[src/rtl/dsc_pkg.sv]
// Shared types and constants for the DSC encoder front end.
package dsc_pkg;

    localparam int DSC_BPC = 8;

    // Bit positions inside the 5-bit pixel position flag vector {eof, eos, eol, sol, sos}
    localparam int FLAG_SOS = 0;
    localparam int FLAG_SOL = 1;
    localparam int FLAG_EOL = 2;
    localparam int FLAG_EOS = 3;
    localparam int FLAG_EOF = 4;
    localparam int FLAG_W   = 5;

    typedef struct packed {
        logic [DSC_BPC-1:0] r;
        logic [DSC_BPC-1:0] g;
        logic [DSC_BPC-1:0] b;
    } dsc_pix_rgb_t;

    typedef struct packed {
        logic        [DSC_BPC-1:0] y;
        logic signed [DSC_BPC:0]   co;
        logic signed [DSC_BPC:0]   cg;
    } dsc_pix_ycc_t;

    // Field order matches the FLAG_* bit indices above
    typedef struct packed {
        logic eof;
        logic eos;
        logic eol;
        logic sol;
        logic sos;
    } dsc_pix_flags_t;

endpackage

[src/rtl/dsc_rgb2ycocg.sv]
// Combinational lossless RGB -> YCoCg-R lifting transform.
// Chroma is BPC+1 bits two's complement; luma always lands in 0..2^BPC-1.
module dsc_rgb2ycocg #(
    parameter int BPC = 8
) (
    input  logic [BPC-1:0] i_r,
    input  logic [BPC-1:0] i_g,
    input  logic [BPC-1:0] i_b,
    output logic [BPC-1:0] o_y,
    output logic [BPC:0]   o_co,
    output logic [BPC:0]   o_cg
);

    // Every intermediate fits in BPC+1 signed bits, so modular arithmetic at
    // that width yields exact results without wider temporaries.
    logic signed [BPC:0] w_r;
    logic signed [BPC:0] w_g;
    logic signed [BPC:0] w_b;
    logic signed [BPC:0] w_co;
    logic signed [BPC:0] w_t;
    logic signed [BPC:0] w_cg;

    assign w_r  = $signed({1'b0, i_r});
    assign w_g  = $signed({1'b0, i_g});
    assign w_b  = $signed({1'b0, i_b});
    assign w_co = w_r - w_b;
    assign w_t  = w_b + (w_co >>> 1);
    assign w_cg = w_g - w_t;

    assign o_co = w_co;
    assign o_cg = w_cg;
    assign o_y  = BPC'(w_t + (w_cg >>> 1));

endmodule

[src/rtl/dsc_pixel_framer.sv]
// Front stage of the DSC encoder: tags raster pixels with slice/line/frame
// position flags and converts them to YCoCg-R over a fixed 2-stage pipeline.
module dsc_pixel_framer
    import dsc_pkg::*;
#(
    parameter int BPC   = 8,
    parameter int DIM_W = 13
) (
    input  logic             i_clk,
    input  logic             i_rst,
    input  logic [DIM_W-1:0] i_cfg_pic_w,
    input  logic [DIM_W-1:0] i_cfg_pic_h,
    input  logic [DIM_W-1:0] i_cfg_slice_w,
    input  logic [DIM_W-1:0] i_cfg_slice_h,
    input  logic             i_s_valid,
    output logic             o_s_ready,
    input  logic             i_s_sof,
    input  logic [BPC-1:0]   i_s_r,
    input  logic [BPC-1:0]   i_s_g,
    input  logic [BPC-1:0]   i_s_b,
    output logic             o_m_valid,
    input  logic             i_m_ready,
    output logic [BPC-1:0]   o_m_y,
    output logic [BPC:0]     o_m_co,
    output logic [BPC:0]     o_m_cg,
    output logic [4:0]       o_m_flags,
    output logic             o_frame_done,
    output logic [1:0]       o_err_sof
);

    localparam logic [DIM_W-1:0] ONE = DIM_W'(1);

    // Frame geometry captured on each accepted start-of-frame pixel
    logic [DIM_W-1:0] r_picW, r_picH, r_sliceW, r_sliceH;
    // Picture and in-slice position of the next pixel to be accepted
    logic [DIM_W-1:0] r_x, r_y, r_xs, r_ys;
    logic [1:0]       r_errSof;

    logic             r_s1Valid;
    logic [FLAG_W-1:0] r_s1Flags;
    logic [BPC-1:0]   r_s1Y;
    logic [BPC:0]     r_s1Co, r_s1Cg;

    logic             r_mValid;
    logic [FLAG_W-1:0] r_mFlags;
    logic [BPC-1:0]   r_mY;
    logic [BPC:0]     r_mCo, r_mCg;

    logic             w_en, w_accept;
    logic [DIM_W-1:0] w_picW, w_picH, w_sliceW, w_sliceH;
    logic [DIM_W-1:0] w_cx, w_cy, w_cxs, w_cys;
    logic             w_xLast, w_yLast, w_xsLast, w_ysLast;
    logic [FLAG_W-1:0] w_flags;
    logic [DIM_W-1:0] w_xNext, w_yNext, w_xsNext, w_ysNext;
    logic             w_atOrigin;
    logic [BPC-1:0]   w_y;
    logic [BPC:0]     w_co, w_cg;
    dsc_pix_flags_t   w_outFlags;

    // Both stages move together whenever the output register can be overwritten
    assign w_en      = !r_mValid || i_m_ready;
    assign o_s_ready = w_en && !i_rst;
    assign w_accept  = i_s_valid && o_s_ready;

    // A start-of-frame pixel uses the incoming geometry and origin position
    // immediately, so it is tagged as the first pixel even when it arrives early.
    assign w_picW   = i_s_sof ? i_cfg_pic_w   : r_picW;
    assign w_picH   = i_s_sof ? i_cfg_pic_h   : r_picH;
    assign w_sliceW = i_s_sof ? i_cfg_slice_w : r_sliceW;
    assign w_sliceH = i_s_sof ? i_cfg_slice_h : r_sliceH;
    assign w_cx     = i_s_sof ? '0 : r_x;
    assign w_cy     = i_s_sof ? '0 : r_y;
    assign w_cxs    = i_s_sof ? '0 : r_xs;
    assign w_cys    = i_s_sof ? '0 : r_ys;

    assign w_xLast  = (w_cx  == w_picW   - ONE);
    assign w_yLast  = (w_cy  == w_picH   - ONE);
    assign w_xsLast = (w_cxs == w_sliceW - ONE);
    assign w_ysLast = (w_cys == w_sliceH - ONE);

    assign w_atOrigin = (r_x == '0) && (r_y == '0);

    // Position flags; partial right/bottom slices close at the picture edge
    always_comb begin
        w_flags           = '0;
        w_flags[FLAG_SOL] = (w_cxs == '0);
        w_flags[FLAG_SOS] = (w_cxs == '0) && (w_cys == '0);
        w_flags[FLAG_EOL] = w_xsLast || w_xLast;
        w_flags[FLAG_EOS] = (w_xsLast || w_xLast) && (w_ysLast || w_yLast);
        w_flags[FLAG_EOF] = w_xLast && w_yLast;
    end

    // Raster walk: slice column wraps at slice end, row wraps at picture edge,
    // and everything returns to the origin after the last pixel of the frame
    always_comb begin
        w_xNext  = w_cx;
        w_yNext  = w_cy;
        w_xsNext = w_cxs;
        w_ysNext = w_cys;
        if (w_xLast && w_yLast) begin
            w_xNext  = '0;
            w_yNext  = '0;
            w_xsNext = '0;
            w_ysNext = '0;
        end else if (w_xLast) begin
            w_xNext  = '0;
            w_yNext  = w_cy + ONE;
            w_xsNext = '0;
            w_ysNext = (w_ysLast || w_yLast) ? '0 : w_cys + ONE;
        end else begin
            w_xNext  = w_cx + ONE;
            w_xsNext = w_flags[FLAG_EOL] ? '0 : w_cxs + ONE;
        end
    end

    // Position counters advance once per accepted pixel
    always_ff @(posedge i_clk) begin
        if (i_rst) begin
            r_x  <= '0;
            r_y  <= '0;
            r_xs <= '0;
            r_ys <= '0;
        end else if (w_accept) begin
            r_x  <= w_xNext;
            r_y  <= w_yNext;
            r_xs <= w_xsNext;
            r_ys <= w_ysNext;
        end
    end

    // Geometry shadow is only reloaded by a start-of-frame pixel
    always_ff @(posedge i_clk) begin
        if (i_rst) begin
            r_picW   <= '0;
            r_picH   <= '0;
            r_sliceW <= '0;
            r_sliceH <= '0;
        end else if (w_accept && i_s_sof) begin
            r_picW   <= i_cfg_pic_w;
            r_picH   <= i_cfg_pic_h;
            r_sliceW <= i_cfg_slice_w;
            r_sliceH <= i_cfg_slice_h;
        end
    end

    // Sticky framing errors: bit0 early start-of-frame, bit1 missing start-of-frame
    always_ff @(posedge i_clk) begin
        if (i_rst) begin
            r_errSof <= '0;
        end else if (w_accept) begin
            if (i_s_sof && !w_atOrigin) begin
                r_errSof[0] <= 1'b1;
            end
            if (!i_s_sof && w_atOrigin) begin
                r_errSof[1] <= 1'b1;
            end
        end
    end

    dsc_rgb2ycocg #(
        .BPC (BPC)
    ) u_rgb2ycocg (
        .i_r  (i_s_r),
        .i_g  (i_s_g),
        .i_b  (i_s_b),
        .o_y  (w_y),
        .o_co (w_co),
        .o_cg (w_cg)
    );

    // Stage 1 holds the converted pixel and its flags; empty slots travel as bubbles
    always_ff @(posedge i_clk) begin
        if (i_rst) begin
            r_s1Valid <= 1'b0;
            r_s1Flags <= '0;
            r_s1Y     <= '0;
            r_s1Co    <= '0;
            r_s1Cg    <= '0;
        end else if (w_en) begin
            r_s1Valid <= w_accept;
            r_s1Flags <= w_flags;
            r_s1Y     <= w_y;
            r_s1Co    <= w_co;
            r_s1Cg    <= w_cg;
        end
    end

    // Stage 2 is the output register presented to the slice buffer
    always_ff @(posedge i_clk) begin
        if (i_rst) begin
            r_mValid <= 1'b0;
            r_mFlags <= '0;
            r_mY     <= '0;
            r_mCo    <= '0;
            r_mCg    <= '0;
        end else if (w_en) begin
            r_mValid <= r_s1Valid;
            r_mFlags <= r_s1Flags;
            r_mY     <= r_s1Y;
            r_mCo    <= r_s1Co;
            r_mCg    <= r_s1Cg;
        end
    end

    assign w_outFlags   = dsc_pix_flags_t'(r_mFlags);
    assign o_frame_done = !i_rst && r_mValid && i_m_ready && w_outFlags.eof;

    assign o_m_valid = r_mValid;
    assign o_m_flags = r_mFlags;
    assign o_m_y     = r_mY;
    assign o_m_co    = r_mCo;
    assign o_m_cg    = r_mCg;
    assign o_err_sof = r_errSof;

endmodule

[config.mk]
export PLATFORM = sky130hd
export DESIGN_NAME = dsc_pixel_framer
export DESIGN_NICKNAME = d
export VERILOG_FILES = /design/src/rtl/dsc_pkg.sv /design/src/rtl/dsc_rgb2ycocg.sv /design/src/rtl/dsc_pixel_framer.sv
export SDC_FILE = /design/constraint.sdc
export NUM_CORES = 1
export LEC_CHECK = 0
export CAP_MARGIN = 40
export CORE_MARGIN = 10
export CORE_UTILIZATION = 41
export DETAILED_ROUTE_END_ITERATION = 7
export DONT_BUFFER_PORTS = 1
export MAX_ROUTING_LAYER = met4
export SLEW_MARGIN = 30
export SYNTH_ARGS = -nofsm -noshare
export SYNTH_HDL_FRONTEND = slang
export SYNTH_HIERARCHICAL = 1
export SYNTH_SLANG_ARGS = --single-unit
export TNS_END_PERCENT = 5
[constraint.sdc]
create_clock -name i_clk -period 6.27 [get_ports i_clk]
set_input_delay 0.3135 -clock i_clk [delete_from_list [all_inputs] [get_ports i_clk]]
set_output_delay 0.3135 -clock i_clk [all_outputs]
set_load 0.02 [all_outputs]
==> results.tsv, run 1 <==
metric	value	unit
vias in the first global route	9687	
Vias	10300	
final hold vios	0	
Net Count, Synth	1533	
Hold Crit Depth	2	
full die area	0.0344	mm²
number of distinct library cells after synthesis	92	
Post-route DRC	0	
Clock Tree Buf Depth	2	
die width	185	µm
Clock transition at path regs	0.07	ns
commonest cells after routing, fill and taps aside	nand2_1, dfxtp_1, a21oi_1	
CTS buffer count	17	
Die Ht	185	µm
Sequential Area	0.00340	mm²
nets	1523	
starting density of the core	41.6	%
max-slew violations	0	
register bit total from synthesis	170	
Synth Flop Type	dfxtp_1	
io pins	117	
Setup Viol. Count Final	0	
Hold-fix buffers, CTS	42	
first-pass GRT wire length	52800	µm
CTS H-tree depth	4	
setup repair after global routing missed its margin	false	
YS warnings	6	
Seq/Total Area, Yosys	30.3	%
Least-Margin Pin Slew	0.800	ns
I/O Buffers	0	
hold crit path type	in -> reg	
number of clock sinks	170	
Avg Cell Area, Syn	7.95	µm²
core area	0.0270	mm²
EDFF count, synth	0	
CP endpoint kind	flop	
Final Worst Setup Slack	0.693	ns
clock skew	0.0123	ns
Worst Path Required	6.60	ns
CP Max Fanout	7	
global route total overflow	0	
antenna violations before repair	1	
Synth async-reset ratio	0	%
Leak Pwr	4.70	nW
area delta synth->final	11.3	%
setup TNS	0	ns
Initial DRC Count	802	
TritonCTS clock tree	done	
Total GRT Usage	19.6	%
dpl hpwl	23000	µm
Crit Path Class	in -> reg	
WP data arrival	5.90	ns
Gate Count Post-Synth	1411	
filler cell count	2654	
largest net degree at the start of global routing	147	
clk_lat worst skew	0.44	ns
Post-Syn Area	0.0112	mm²
status	completed	
# Post-CTS Setup Buffers	0	
Vias/cell	5.88	
f_max	179	MHz
Max-slew headroom	46.6	%
Tcrit/Tclk final	88.9	%
commonest non-fill, non-tap cell in the layout	nand2_1	
multi-input logic area	0.00731	mm²
Setup WS pre-CTS	0.313	ns
Antenna Nets Post-Route	0	
Critical Path Source Type	primary input	
Post-CTS Resized	0	
layout cells sized above 1	5.52	%
Worst VDD drop	348	µV
Total Routed Length	32900	µm
Core Rows	60	
Routability Congestion	0.878	
max-cap violations	0	
Initial DRT Pass Iterations	5	
min Tclk post-route	5.58	ns
reg2reg path depth	11	
PwrDens	290	mW/mm²
CTS Root Cell	clkbuf_16	
wire per inst	18.7	µm
==> power by group <==
group          total (mW)  internal (mW)  switching [mW]
clock network        1.14          0.669           0.466
logic                1.20          0.572           0.624
registers            1.29           1.18           0.109
==> worst paths after layout <==
path	startpoint	slack, ns	to
worst min-delay path	i_cfg_pic_h[6]	0.01	r_picH[6]
worst min register to register	r_s1Valid	0.45	r_s1Valid
worst max register to register	r_picH[0]	2.44	r_ys[12]
worst max-delay path	i_s_b[1]	0.69	r_s1Y[7]
==> metal layers <==
layer / GRT usage (%) / vias to the layer above / share of wire, %
met5: - / - / 0
met4: 4.84 / 0 / 1.3
met3: 5.64 / 26 / 8.7
met2: 28.9 / 296 / 44
met1: 25.7 / 4890 / 46
li1: - / 5126 / -
==> area by class of cell <==
type,count,area share (%)
antenna,2,0.0401
clock buffer,22,3.56
clock inverter,10,1.35
inverter,45,1.35
multi-input combinational,1109,58.5
sequential,170,27.2
tap,341,3.42
timing repair buffer,58,4.53
==> stage by stage <==
step           hold slack (ns)  power (mW)  cells  cell area [µm²]  utilization, %
2_1_floorplan            0.423        2.25   1411            11200               -
3_3_place_gp             0.419        2.44   1674            11400            42.2
3_5_place_dp             0.413        2.46   1680            11400            42.4
4_1_cts               0.000350        3.64   1754            12500            46.3
5_1_grt                0.00540        3.84   1756            12500            46.3
6_report                0.0104        3.62   1757            12500            46.3
==> kinds of logic (layout without fill, tap and decap cells) <==
family / Yosys count / in the layout / synth area share (%)
xor+xnor: 107 / 107 / 8.61
fa+ha+maj: 45 / 45 / 5.22
buf+inv: 132 / 135 / 4.88
mux: 38 / 38 / 3.43
compound gates: 386 / 386 / 23.4
flops: 170 / 170 / 30.3
simple gates: 533 / 533 / 24.1
other cells: 0 / 2 / 0
==> sequential cells by signal (all words and copies together), names as in the netlist, 9 cells and up <==
name,count
r_y,13
r_picW,13
o_m_cg,9
r_picH,13
o_m_co,9
r_ys,13
r_xs,13
r_x,13
r_sliceH,13
r_s1Cg,9
r_s1Co,9
r_sliceW,13
==> cells in the mapped netlist (7+ instances only) <==
cell / count / area share [%]
nand2_1: 193 / 6.5
dfxtp_1: 170 / 30
a21oi_1: 109 / 4.9
nor2_1: 76 / 2.5
a22o_1: 67 / 5.2
o21ai_0: 66 / 2.9
xnor2_1: 63 / 4.9
clkbuf_1: 53 / 1.8
nor3_1: 46 / 2.1
inv_1: 44 / 1.5
nand3_1: 43 / 1.9
xor2_1: 42 / 3.3
ha_1: 37 / 4.1
mux2i_1: 34 / 3.0
nor2b_1: 27 / 1.5
and3_1: 26 / 1.4
nor4_1: 22 / 1.2
buf_2: 20 / 0.89
nor3b_1: 17 / 1.1
a31oi_1: 16 / 0.89
nand2b_1: 12 / 0.67
nand4_1: 12 / 0.67
o21ai_1: 12 / 0.54
a32o_1: 11 / 0.98
or3_1: 10 / 0.56
a211oi_1: 9 / 0.60
o31ai_1: 9 / 0.60
o22ai_1: 8 / 0.45
a22oi_1: 7 / 0.47
buf_1: 7 / 0.23
==> worst max-delay path, stage by stage <==
cell and delay (ns):
inv_1 0.13, ha_1 0.26, nor2b_1 0.12, o21ai_0 0.20, a21boi_0 0.16, o21a_1 0.19
nor2_1 0.15, xnor2_1 0.18, ha_1 0.33, o21a_1 0.13, o31a_1 0.14, a21oi_1 0.26
inv_1 0.08, ha_1 0.35, and3_1 0.19, a211o_1 0.31, xor3_1 0.22, ha_1 0.35
a21oi_1 0.41, o21ai_0 0.15, a2111oi_0 0.57, a211oi_1 0.10, nor3_1 0.28, xnor2_1 0.11
a22o_1 0.21
(Power assumes the default switching activity.)
==> run 2, diff against run 1 <==
--- a/config.mk
+++ b/config.mk
@@ -8,6 +8,7 @@
 export CAP_MARGIN = 40
 export CORE_MARGIN = 10
 export CORE_UTILIZATION = 41
+export CTS_BUF_LIST = sky130_fd_sc_hd__clkbuf_8 sky130_fd_sc_hd__clkbuf_16
 export DETAILED_ROUTE_END_ITERATION = 7
 export DONT_BUFFER_PORTS = 1
 export MAX_ROUTING_LAYER = met4
==> results.tsv, run 2 (synthesized netlist as in run 1, its figures left out) <==
metric	value	unit
Die Ht	185	µm
Routability Congestion	0.878	
nets	1523	
max-cap violations	0	
area delta synth->final	11.3	%
number of clock sinks	170	
TritonCTS clock tree	done	
clock skew	0.0107	ns
commonest cells after routing, fill and taps aside	nand2_1, dfxtp_1, a21oi_1	
antenna violations before repair	1	
wire length on met2	14600	µm
highest metal used	met4	
hold crit path type	in -> reg	
final core occ	46.3	%
die width	185	µm
setup TNS	0	ns
Most common cell on crit path	ha_1	
Core Rows	60	
filler cell count	2657	
f_max	180	MHz
core area	0.0270	mm²
wire per inst	18.8	µm
first-pass GRT wire length	53000	µm
Leak Pwr	4.72	nW
final hold vios	0	
CTS buffer count	17	
CP max stage cell	a2111oi_0	
M1 wire length	15000	µm
CP Max Fanout	7	
Post-route DRC	0	
CTS H-tree depth	4	
I/O Buffers	0	
Worst Path Required	6.60	ns
global route total overflow	0	
Clock Tree Buf Depth	2	
Least-Margin Pin Slew	0.819	ns
layout cells sized above 1	5.52	%
slowest stage delay, CP	0.56	ns
full die area	0.0344	mm²
WP data arrival	5.87	ns
Clock transition at path regs	0.07	ns
Setup WS pre-CTS	0.313	ns
Critical Path Source Type	primary input	
total power	3.61	mW
CTS Root Cell	clkbuf_16	
CP endpoint kind	flop	
io pins	117	
Tcrit/Tclk final	88.4	%
starting density of the core	41.6	%
Total GRT Usage	19.6	%
Final Worst Setup Slack	0.728	ns
max-slew violations	0	
min Tclk post-route	5.54	ns
Vias/cell	5.90	
Initial DRT Pass Iterations	5	
clk_lat worst skew	0.44	ns
dpl hpwl	23000	µm
setup repair after global routing missed its margin	false	
Setup Viol. Count Final	0	
# Post-CTS Setup Buffers	0	
vias in the first global route	9697	
status	completed	
worst path bufs/invs	2	
PwrDens	289	mW/mm²
Antenna Nets Post-Route	0	
metal3 WL	2940	µm
commonest non-fill, non-tap cell in the layout	nand2_1	
Crit Path Class	in -> reg	
Initial DRC Count	799	
Vias	10400	
Final Cell Area	0.0125	mm²
Max-slew headroom	45.3	%
Top Family by Delay on Critical Path	compound AO/OA/AOI/OAI gates	
Worst VDD drop	345	µV
Total Routed Length	33000	µm
largest net degree at the start of global routing	147	
Cell Area, Placed	0.0114	mm²
==> run 2: changes by cell type in the layout (fill, tap and decap cells not counted) <==
| cell | before | now |
|---|---|---|
| clkbuf_1 | 5 | 0 |
| diode_2 | 2 | 1 |
| inv_1 | 44 | 49 |
==> run 2: worst reg2reg max path, stage by stage (launching register included) <==
cell	delay, ns
dfxtp_1	0.35
mux2i_1	0.24
ha_1	0.30
nor4bb_1	0.59
o21ai_0	0.25
a2111o_1	0.41
a32oi_1	0.28
a2111oi_1	0.19
a22oi_1	0.50
or2_1	0.30
o311ai_0	0.17
a31oi_1	0.19
==> run 2: power by group <==
part           internal [mW]  switching (mW)
clock                  0.661           0.465
combinational          0.572           0.622
sequential              1.18           0.109
==> run 2: repair_timing <==
item / in CTS / in global routing
hold endpoints to repair: 62 / 0
resized for setup: 0 / 0
hold buffers: 42 / 0
==> run 2: path summary, 6_finish.rpt <==
path,startpoint,endpoint,slack [ns],depth (start not counted)
worst max register to register,r_picH[0],r_ys[12],2.44,11
worst min-delay path,i_cfg_pic_h[7],r_picH[7],0.01,2
worst max-delay path,i_s_b[1],r_s1Y[7],0.73,25
worst min register to register,r_s1Valid,r_s1Valid,0.45,2
==> run 2: per-stage QoR <==
stage	cells	hold WS [ns]
detailed placement	1680	0.413
CTS	1754	0.000350
floorplan	1411	0.423
global placement	1674	0.419
finish	1756	0.0122
global route	1756	0.00526
==> run 2: per-layer routing <==
metal / up-vias / GRT usage [%]
li1: 5123 / -
met1: 4908 / 25.8
met4: 0 / 5.07
met5: - / -
met2: 298 / 29.0
met3: 30 / 5.54
==> run 2: layout make-up <==
| type | count | area [µm²] | share of cell area, % |
|---|---|---|---|
| diodes | 1 | 2.50 | 0.0200 |
| clock inverters | 15 | 188 | 1.50 |
| clock buffers | 17 | 425 | 3.41 |
| multi-input cells | 1109 | 7310 | 58.5 |
| inverters | 45 | 169 | 1.35 |
| repair buffers | 58 | 566 | 4.53 |
| flip-flops and latches | 170 | 3400 | 27.3 |
| well taps | 341 | 427 | 3.42 |
==> run 3, diff against run 2 <==
--- a/config.mk
+++ b/config.mk
@@ -7,11 +7,13 @@
 export LEC_CHECK = 0
 export CAP_MARGIN = 40
 export CORE_MARGIN = 10
-export CORE_UTILIZATION = 41
+export CORE_UTILIZATION = 65
 export CTS_BUF_LIST = sky130_fd_sc_hd__clkbuf_8 sky130_fd_sc_hd__clkbuf_16
 export DETAILED_ROUTE_END_ITERATION = 7
 export DONT_BUFFER_PORTS = 1
 export MAX_ROUTING_LAYER = met4
+export PLACE_DENSITY = 0.81
+export SKIP_CTS_REPAIR_TIMING = 1
 export SLEW_MARGIN = 30
 export SYNTH_ARGS = -nofsm -noshare
 export SYNTH_HDL_FRONTEND = slang
==> results.tsv, run 3 (synthesized netlist as in run 1, its figures left out) <==
metric	value	unit
status	completed	
first-pass GRT wire length	47800	µm
Post-route DRC	0	
Total GRT Usage	26.1	%
M1 wire length	12800	µm
metal3 WL	2690	µm
filler cell count	1373	
area delta synth->final	5.93	%
min Tclk post-route	5.68	ns
Clock Tree Buf Depth	2	
WP data arrival	6.00	ns
max-slew violations	0	
die width	151	µm
Initial DRT Pass Iterations	6	
Clock transition at path regs	0.07	ns
final core occ	70.9	%
full die area	0.0229	mm²
Antenna Nets Post-Route	0	
Setup Viol. Count Final	0	
final hold vios	0	
wire per inst	18.5	µm
Vias	10200	
io pins	117	
CTS Root Cell	clkbuf_16	
layout cells sized above 1	5.62	%
r2r setup slk	2.48	ns
largest net degree at the start of global routing	147	
CP Max Fanout	7	
vias in the first global route	9476	
Setup WS pre-CTS	0.270	ns
Critical Path Source Type	primary input	
TritonCTS clock tree	done	
Die Ht	151	µm
number of clock sinks	170	
Tcrit/Tclk final	90.5	%
core area	0.0168	mm²
global route total overflow	0	
CTS buffer count	17	
f_max	176	MHz
Vias/cell	6.43	
setup TNS	0	ns
Least-Margin Pin Slew	0.864	ns
wire length on met2	13500	µm
antenna violations before repair	0	
Worst Path Required	6.60	ns
Core Rows	47	
Leak Pwr	4.53	nW
clk_lat worst skew	0.44	ns
commonest cells after routing, fill and taps aside	nand2_1, dfxtp_1, a21oi_1	
clock skew	0.00987	ns
hold crit path type	in -> reg	
Crit Path Class	in -> reg	
starting density of the core	67.0	%
nets	1482	
Max-slew headroom	42.4	%
CTS H-tree depth	4	
I/O Buffers	0	
n_diodes	0	
CP endpoint kind	flop	
dpl hpwl	20300	µm
Initial DRC Count	963	
commonest non-fill, non-tap cell in the layout	nand2_1	
highest metal used	met4	
Final Worst Setup Slack	0.593	ns
PwrDens	295	mW/mm²
Worst VDD drop	326	µV
Routability Congestion	0.936	
Total Routed Length	29400	µm
max-cap violations	0	
setup repair after global routing missed its margin	false	
run 3: layout make-up:
type                            count  area (µm²)  share of cell area, %
Timing Repair Buffer               17         163                   1.37
Clock buffer                       18         439                   3.69
Inverter                           45         169                   1.42
Sequential cell                   170        3400                   28.6
Multi-Input combinational cell   1109        7310                   61.5
Clock inverter                     12         133                   1.12
Tap cell                          220         275                   2.32
run 3: through the flow:
step                power, mW  area [µm²]  cells  hold slack, ns
CTS                      3.49       11800   1585         -0.0732
global placement         2.40       11200   1553           0.391
global route             3.69       11900   1591         0.00195
floorplan                2.25       11200   1411           0.423
detailed placement       2.44       11200   1555           0.395
finish                   3.51       11900   1591         0.00916
run 3: report_power, final:
part | total (mW) | internal, mW | leakage, nW | switching, mW
Combinational | 1.18 | 0.555 | 2.87 | 0.624
Clock | 1.04 | 0.568 | 0.280 | 0.474
Sequential | 1.29 | 1.18 | 1.39 | 0.110
Total | 3.51 | 2.30 | 4.53 | 1.21
run 3: routing by layer:
| layer | vias to the layer above | global-route usage (%) |
|---|---|---|
| met5 | - | - |
| met4 | 0 | 6.64 |
| met3 | 33 | 7.31 |
| met2 | 398 | 39.5 |
| met1 | 4765 | 33.6 |
| li1 | 5029 | - |
run 3: path summary, 6_finish.rpt:
path,start,to,cells after the start
setup / recovery,i_s_b[1],r_s1Y[7],25
hold / removal,i_cfg_slice_w[9],r_sliceW[9],2
setup reg to reg,r_picH[0],r_ys[12],11
hold reg to reg,r_s1Valid,r_s1Valid,2
run 3: worst max-delay path, stage by stage:
cell and delay [ns]:
inv_1 0.12, ha_1 0.26, nor2b_1 0.13, o21ai_0 0.21, a21boi_0 0.17, o21a_1 0.19
nor2_1 0.14, xnor2_1 0.17, ha_1 0.32, o21a_1 0.13, o31a_1 0.14, a21oi_1 0.24
inv_1 0.07, ha_1 0.35, and3_1 0.20, a211o_1 0.31, xor3_1 0.21, ha_1 0.36
a21oi_1 0.40, o21ai_0 0.21, a2111oi_0 0.64, a211oi_1 0.10, nor3_1 0.26, xnor2_1 0.12
a22o_1 0.22
